==> config.mk <==
export PLATFORM = sky130hd
export DESIGN_NAME = keyexpansion_stream
export DESIGN_NICKNAME = d
export VERILOG_FILES = /design/src/rtl/aes_pkg.sv /design/src/rtl/aes_subword.sv /design/src/rtl/keyexpansion_stream.sv
export SDC_FILE = /design/constraint.sdc
export NUM_CORES = 2
export LEC_CHECK = 0
export BUFFER_PORTS_ARGS = -buffer_cell sky130_fd_sc_hd__buf_2
export CAP_MARGIN = 20
export CORE_ASPECT_RATIO = 0.9
export CORE_UTILIZATION = 45
export DETAILED_ROUTE_END_ITERATION = 16
export PLACE_DENSITY = 0.68
export SLEW_MARGIN = 20
export SYNTH_ARGS = -nofsm -noshare
export SYNTH_HDL_FRONTEND = slang
export SYNTH_SLANG_ARGS = --single-unit
==> constraint.sdc <==
create_clock -name clk -period 6.65 [get_ports clk]
set_clock_uncertainty 0.2 [all_clocks]
set_input_delay 0.9975 -clock clk [delete_from_list [all_inputs] [get_ports clk]]
set_output_delay 0.9975 -clock clk [all_outputs]
set_load 0.05 [all_outputs]
==> src/rtl/aes_pkg.sv <==
// Shared AES key-expansion types and helpers: key length and FSM encodings,
// Nk/Nr lookup, S-box and GF(2^8) doubling.
package aes_pkg;

    typedef enum logic [1:0] {
        KeyLen128 = 2'b00,
        KeyLen192 = 2'b01,
        KeyLen256 = 2'b10,
        KeyLenBad = 2'b11
    } key_len_e;

    typedef enum logic [1:0] {
        StIdle  = 2'b00,
        StGen   = 2'b01,
        StDrain = 2'b10
    } state_e;

    // Row-major S-box, entry 0 in the top byte.
    localparam logic [2047:0] SBOX_TABLE = {
        128'h637c777bf26b6fc53001672bfed7ab76, 128'hca82c97dfa5947f0add4a2af9ca472c0,
        128'hb7fd9326363ff7cc34a5e5f171d83115, 128'h04c723c31896059a071280e2eb27b275,
        128'h09832c1a1b6e5aa0523bd6b329e32f84, 128'h53d100ed20fcb15b6acbbe394a4c58cf,
        128'hd0efaafb434d338545f9027f503c9fa8, 128'h51a3408f929d38f5bcb6da2110fff3d2,
        128'hcd0c13ec5f974417c4a77e3d645d1973, 128'h60814fdc222a908846eeb814de5e0bdb,
        128'he0323a0a4906245cc2d3ac629195e479, 128'he7c8376d8dd54ea96c56f4ea657aae08,
        128'hba78252e1ca6b4c6e8dd741f4bbd8b8a, 128'h703eb5664803f60e613557b986c11d9e,
        128'he1f8981169d98e949b1e87e9ce5528df, 128'h8ca1890dbfe6426841992d0fb054bb16
    };

    function automatic logic [3:0] nk_of(key_len_e len);
        case (len)
            KeyLen192: return 4'd6;
            KeyLen256: return 4'd8;
            default:   return 4'd4;
        endcase
    endfunction

    function automatic logic [3:0] nr_of(key_len_e len);
        return nk_of(len) + 4'd6;
    endfunction

    function automatic logic [7:0] sbox(logic [7:0] b);
        return SBOX_TABLE[2047 - 8 * int'(b) -: 8];
    endfunction

    function automatic logic [7:0] xtime(logic [7:0] b);
        return {b[6:0], 1'b0} ^ (b[7] ? 8'h1b : 8'h00);
    endfunction

endpackage

==> src/rtl/aes_subword.sv <==
// SubWord: applies the AES S-box to each byte of a 32-bit word.
module aes_subword
    import aes_pkg::*;
(
    input  logic [31:0] din,
    output logic [31:0] dout
);

    assign dout = {sbox(din[31:24]), sbox(din[23:16]), sbox(din[15:8]), sbox(din[7:0])};

endmodule

==> src/rtl/keyexpansion_stream.sv <==
// AES-128/192/256 key expansion: one schedule word per cycle from a sliding
// window, packed into 128-bit round keys streamed over valid/ready.
module keyexpansion_stream
    import aes_pkg::*;
#(
    parameter int unsigned MAX_KEY_BITS = 256,
    parameter int unsigned RK_INDEX_W   = 4
) (
    input  logic                  clk,
    input  logic                  reset,
    input  logic                  start,
    input  logic [1:0]            key_len,
    input  logic [255:0]          key,
    output logic                  busy,
    output logic                  rk_valid,
    input  logic                  rk_ready,
    output logic [127:0]          rk,
    output logic [RK_INDEX_W-1:0] rk_index,
    output logic                  rk_last
);

    state_e                  state_q;
    logic [3:0]              nk_q;
    logic [3:0]              nr_q;
    logic [31:0]             win_q [8];
    logic [31:0]             asm_q [3];
    logic [5:0]              i_q;
    logic [2:0]              imod_q;
    logic [7:0]              rcon_q;
    logic                    busy_q;
    logic                    rk_valid_q;
    logic                    rk_last_q;
    logic [127:0]            rk_q;
    logic [RK_INDEX_W-1:0]   rk_index_q;

    logic [2:0]  last_idx;
    logic [31:0] w_prev;
    logic [31:0] w_old;
    logic [31:0] sub_in;
    logic [31:0] sub_out;
    logic [31:0] new_word;
    logic        from_key;
    logic        grp_last;
    logic        can_load;
    logic        advance;
    logic        word_last;
    logic        handshake;
    logic        len_ok;

    // Window holds w[i-Nk] in slot 0 and w[i-1] in slot Nk-1 once i >= Nk.
    assign last_idx = 3'(nk_q - 4'd1);
    assign w_prev   = win_q[last_idx];
    assign w_old    = win_q[0];
    assign sub_in   = (imod_q == 3'd0) ? {w_prev[23:0], w_prev[31:24]} : w_prev;

    aes_subword u_subword (
        .din  (sub_in),
        .dout (sub_out)
    );

    always_comb begin
        from_key  = i_q < {2'b00, nk_q};
        grp_last  = i_q[1:0] == 2'b11;
        handshake = rk_valid_q && rk_ready;
        can_load  = !rk_valid_q || rk_ready;
        advance   = (state_q == StGen) && (!grp_last || can_load);
        word_last = i_q == {nr_q, 2'b11};
        if (from_key) begin
            new_word = win_q[i_q[2:0]];
        end else if (imod_q == 3'd0) begin
            new_word = w_old ^ sub_out ^ {rcon_q, 24'h0};
        end else if (nk_q == 4'd8 && imod_q == 3'd4) begin
            new_word = w_old ^ sub_out;
        end else begin
            new_word = w_old ^ w_prev;
        end
    end

    always_comb begin
        len_ok = 1'b0;
        case (key_len_e'(key_len))
            KeyLen128: len_ok = MAX_KEY_BITS >= 32'd128;
            KeyLen192: len_ok = MAX_KEY_BITS >= 32'd192;
            KeyLen256: len_ok = MAX_KEY_BITS >= 32'd256;
            default:   len_ok = 1'b0;
        endcase
    end

    always_ff @(posedge clk or negedge reset) begin
        if (!reset) begin
            state_q    <= StIdle;
            nk_q       <= 4'd0;
            nr_q       <= 4'd0;
            for (int j = 0; j < 8; j++) win_q[j] <= 32'h0;
            for (int j = 0; j < 3; j++) asm_q[j] <= 32'h0;
            i_q        <= 6'd0;
            imod_q     <= 3'd0;
            rcon_q     <= 8'h0;
            busy_q     <= 1'b0;
            rk_valid_q <= 1'b0;
            rk_last_q  <= 1'b0;
            rk_q       <= 128'h0;
            rk_index_q <= '0;
        end else begin
            if (handshake) begin
                rk_valid_q <= 1'b0;
                rk_last_q  <= 1'b0;
            end
            unique case (state_q)
                StIdle: begin
                    if (start && len_ok) begin
                        nk_q    <= nk_of(key_len_e'(key_len));
                        nr_q    <= nr_of(key_len_e'(key_len));
                        for (int j = 0; j < 8; j++) win_q[j] <= key[255 - 32 * j -: 32];
                        i_q     <= 6'd0;
                        imod_q  <= 3'd0;
                        rcon_q  <= 8'h01;
                        busy_q  <= 1'b1;
                        state_q <= StGen;
                    end
                end
                StGen: begin
                    if (advance) begin
                        if (!from_key) begin
                            for (int j = 0; j < 7; j++) begin
                                if (3'(j) == last_idx) win_q[j] <= new_word;
                                else                   win_q[j] <= win_q[j + 1];
                            end
                            win_q[7] <= new_word;
                            if (imod_q == 3'd0) rcon_q <= xtime(rcon_q);
                        end
                        if (grp_last) begin
                            rk_q       <= {asm_q[0], asm_q[1], asm_q[2], new_word};
                            rk_valid_q <= 1'b1;
                            rk_index_q <= RK_INDEX_W'(i_q[5:2]);
                            rk_last_q  <= word_last;
                        end else begin
                            for (int j = 0; j < 3; j++) begin
                                if (i_q[1:0] == 2'(j)) asm_q[j] <= new_word;
                            end
                        end
                        imod_q <= (imod_q == last_idx) ? 3'd0 : imod_q + 3'd1;
                        i_q    <= i_q + 6'd1;
                        if (word_last) state_q <= StDrain;
                    end
                end
                StDrain: begin
                    if (handshake && rk_last_q) begin
                        busy_q  <= 1'b0;
                        state_q <= StIdle;
                    end
                end
                default: state_q <= StIdle;
            endcase
        end
    end

    assign busy     = busy_q;
    assign rk_valid = rk_valid_q;
    assign rk       = rk_q;
    assign rk_index = rk_index_q;
    assign rk_last  = rk_last_q;

endmodule
==> results.txt <==
----------------------------------------------------
[Drt]
  Final routed wire length divided by cell count ... 34.31 um
  Pre-Repair DR Iteration Count ... 7
  ANT nets after route ... 0
  Routed Wire Length ... 233.7 mm
  DR vias/cell ... 7.296
  Number of DRC markers after the initial detailed-route iteration ... 8732
  Vias after detailed routing ... 49700
  # DRC ... 0

[CTS]
  CTS HTree Levels ... 2
  Post-CTS setup repair buffer count ... 0
  Post-CTS Resized ... 0
  Num CTS Buffers ... 52
  Clock root buffer master ... sky130_fd_sc_hd__clkbuf_16
  Cts-stage hold buffer count ... 0
  Clock-pin slew on the worst setup and hold paths ... 70 ps
  Maximum clock insertion buffer count ... 3
  CTS tree ... built
  Clock insertion delay at the later pin of the skew report ... 670 ps
  CTS Sinks ... 512

[Synthesis]
  Most frequent cells after synthesis ... sky130_fd_sc_hd__nand2_1 (1116), sky130_fd_sc_hd__dfrtp_1 (512), sky130_fd_sc_hd__nor2_1 (454)
  Count of synthesis-stage warnings from yosys ... 0
  Most used flip-flop cell after synthesis ... sky130_fd_sc_hd__dfrtp_1
  Dominant combinational cell family by area after synthesis ... compound AO/OA/AOI/OAI gates
  Sequential element share of the synthesized area ... 0.3021
  Netlist area before placement ... 42420 um^2
  Area leader, netlist ... sky130_fd_sc_hd__dfrtp_1
  Synthesized instance count ... 5351
  Post-synthesis net count ... 5685
  Xor/xnor cell area share of the yosys netlist ... 0.01071
  EDFF count, synth ... 0
  Post-synthesis share of cell area spent on and, or, nand and nor gates ... 0.2198
  Share of Yosys cell area claimed by the top area cell type ... 0.3021
  Post-synth ARST share ... 1.000
  Post-synthesis share of cell area spent on full adders, half adders and majority gates ... 0.02124
  Compound-gate portion of the synthesized area ... 0.2548
  Mean instance size in the synthesized netlist ... 7.927 um^2
  Synth area leaders ... sky130_fd_sc_hd__dfrtp_1 (30%), sky130_fd_sc_hd__nand2_1 (9.9%), sky130_fd_sc_hd__mux4_2 (6.1%)
  Number of synthesized register bits ... 512
  Top-count cell post-synth ... sky130_fd_sc_hd__nand2_1
  Multiplexer fraction of the synthesized cell area ... 0.1280
  Synth cell types ... 109

[Die]
  Area of the core ... 93100 um^2
  Core Rows ... 106
  Die outline width ... 325.6 um
  Total I/O pin count ... 397
  Effective utilization at floorplan ... 0.4556
  Die outline area ... 95490 um^2
  Vertical extent of the die ... 293.3 um

[Critical path]
  Crit path kind ... reg2reg
  Critical Path Start Type ... flip-flop
  R2R Setup Slk ... -70 ps
  Type of element capturing the critical path ... flip-flop
  Critical Path Fanout Max ... 11
  Data required time of the critical path ... 6940 ps
  Worst Path Arrival ... 7010 ps

[Layout]
  Post-synthesis to final-layout area growth ... 12.28%
  Number of nets in the layout ... 5856
  Final Util ... 0.5115
  Number of fill cells in the layout ... 8844
  Share of cells above drive strength 1 ... 0.1822

[Placed design]
  Placement-stage worst setup slack ... 307.1 ps
  HPWL reported at the end of detailed placement ... 170.0 mm
  Quantity of I/O buffers inserted on ports ... 396
  Routability congestion estimate ... 1.087

[GRT]
  Wire length of the first global-routing pass ... 332.9 mm
  GRT Util Overall ... 0.4702
  GR Overflow Total ... 0
  Largest net degree at the start of global routing ... 183
  Number of antenna violations at the first check in global routing ... 20
  Number of global-route vias before repair ... 46360

[STA]
  Total count of hold-check failures in the final report ... 0
  Count of final setup violators ... 4
  Setup repair after global routing missed its margin ... no
  Pin slew with the least headroom to its limit ... 1229 ps
  Pins over their slew limit ... 0
  Period utilization ... 1.011
  Worst slew slack as a fraction of its limit ... 0.1790
  Max Freq ... 148.8 MHz
  Fin worst setup slack ... -71.11 ps
  Min Tclk post-route ... 6721 ps

[Outcome]
  Failing checks ... setup timing
  Result of the run ... finished with violations

[Job]
  Max-cap viol count ... 0

[Worst hold path]
  Class of the tightest hold or removal check ... in2async

----------------------------------------------------
per-stage QoR:
step	cells	hold WS, ps	instance area (um^2)	TNS (ps)
floorplan	5351	234.8	42420	0
global placement	6709	245.2	45780	0
detailed placement	6709	250.4	45780	0
CTS	6802	201.8	47560	0
global route	6807	250.2	47610	0
finish	6811	145.0	47620	-223.5
layer usage:
metal,track usage,up-vias,wire [um]
met5,0,-,110
met4,0.2538,16,15780
met3,0.1776,896,35730
met2,0.6489,4511,93010
met1,0.6308,24100,89060
li1,-,20180,-
state kept, by name, indices dropped and copies added, names as in the netlist, 2 cells and up:
name and cells:
asm_q 96, i_q 6, imod_q 3, nk_q 3, nr_q 3, rcon_q 8, rk 128, rk_index 4
state_q 2, w_old 32, win_q 224
path summary, 6_finish.rpt:
path | startpoint | endpoint | cells past startpoint
setup reg to reg | nk_q[2] | asm_q[45] | 19
hold reg to reg | asm_q[93] | rk[125] | 2
max in group asynchronous | reset | win_q[166] | 2
hold / removal | reset | rk[95] | 1
setup / recovery | nk_q[2] | asm_q[45] | 19
min in group clk | asm_q[93] | rk[125] | 2
cells in the final DEF (no fill, tap or decap), types with 70 or more instances in the layout:
master | netlist | final
sky130_fd_sc_hd__a211oi_1 | 130 | 130
sky130_fd_sc_hd__mux4_2 | 114 | 114
sky130_fd_sc_hd__o21ai_0 | 354 | 354
sky130_fd_sc_hd__nand3_1 | 136 | 134
sky130_fd_sc_hd__mux2i_1 | 199 | 194
sky130_fd_sc_hd__o211ai_1 | 70 | 70
sky130_fd_sc_hd__nor2_1 | 454 | 450
sky130_fd_sc_hd__nor3_1 | 137 | 137
sky130_fd_sc_hd__buf_4 | 27 | 232
sky130_fd_sc_hd__nand2_1 | 1116 | 1114
sky130_fd_sc_hd__dfrtp_1 | 512 | 508
sky130_fd_sc_hd__a21oi_1 | 223 | 222
sky130_fd_sc_hd__buf_2 | 128 | 395
sky130_fd_sc_hd__a31oi_1 | 204 | 204
sky130_fd_sc_hd__and3_1 | 72 | 72
kinds of logic (layout without fill, tap and decap cells):
group	after synthesis	after routing
simple gates	2150	2150
flops	512	512
fa+ha+maj	72	72
other cells	0	8
xor+xnor	51	51
mux	386	386
compound gates	1592	1592
buf+inv	588	798
cell type report:
cell class / count / area, um^2 / share of cell area
antenna: 8 / 20.02 / 0.0004204
clock buffer: 77 / 1485 / 0.03119
clock inverter: 16 / 291.5 / 0.006121
inverter: 58 / 219.0 / 0.004598
multi-input combinational: 4251 / 27110 / 0.5692
sequential: 512 / 12820 / 0.2693
tap: 1242 / 1554 / 0.03263
timing repair buffer: 647 / 4121 / 0.08654
critical path, cell delays in order (launching register included):
cell,delay (ps)
sky130_fd_sc_hd__dfrtp_1,410
sky130_fd_sc_hd__inv_1,130
sky130_fd_sc_hd__ha_4,420
sky130_fd_sc_hd__buf_4,260
sky130_fd_sc_hd__mux2i_1,820
sky130_fd_sc_hd__mux4_2,570
sky130_fd_sc_hd__buf_4,250
sky130_fd_sc_hd__inv_1,170
sky130_fd_sc_hd__ha_1,370
sky130_fd_sc_hd__buf_4,250
sky130_fd_sc_hd__nand2_1,300
sky130_fd_sc_hd__nand3_1,120
sky130_fd_sc_hd__a311oi_1,570
sky130_fd_sc_hd__a2111oi_0,240
sky130_fd_sc_hd__a311oi_1,460
sky130_fd_sc_hd__xor2_1,410
sky130_fd_sc_hd__nor2_1,120
sky130_fd_sc_hd__nor2_1,150
sky130_fd_sc_hd__buf_4,210
sky130_fd_sc_hd__o21ai_0,100
Power is not shown: default switching activity piles up to over one toggle a cycle in this logic, so the estimate is an artifact.
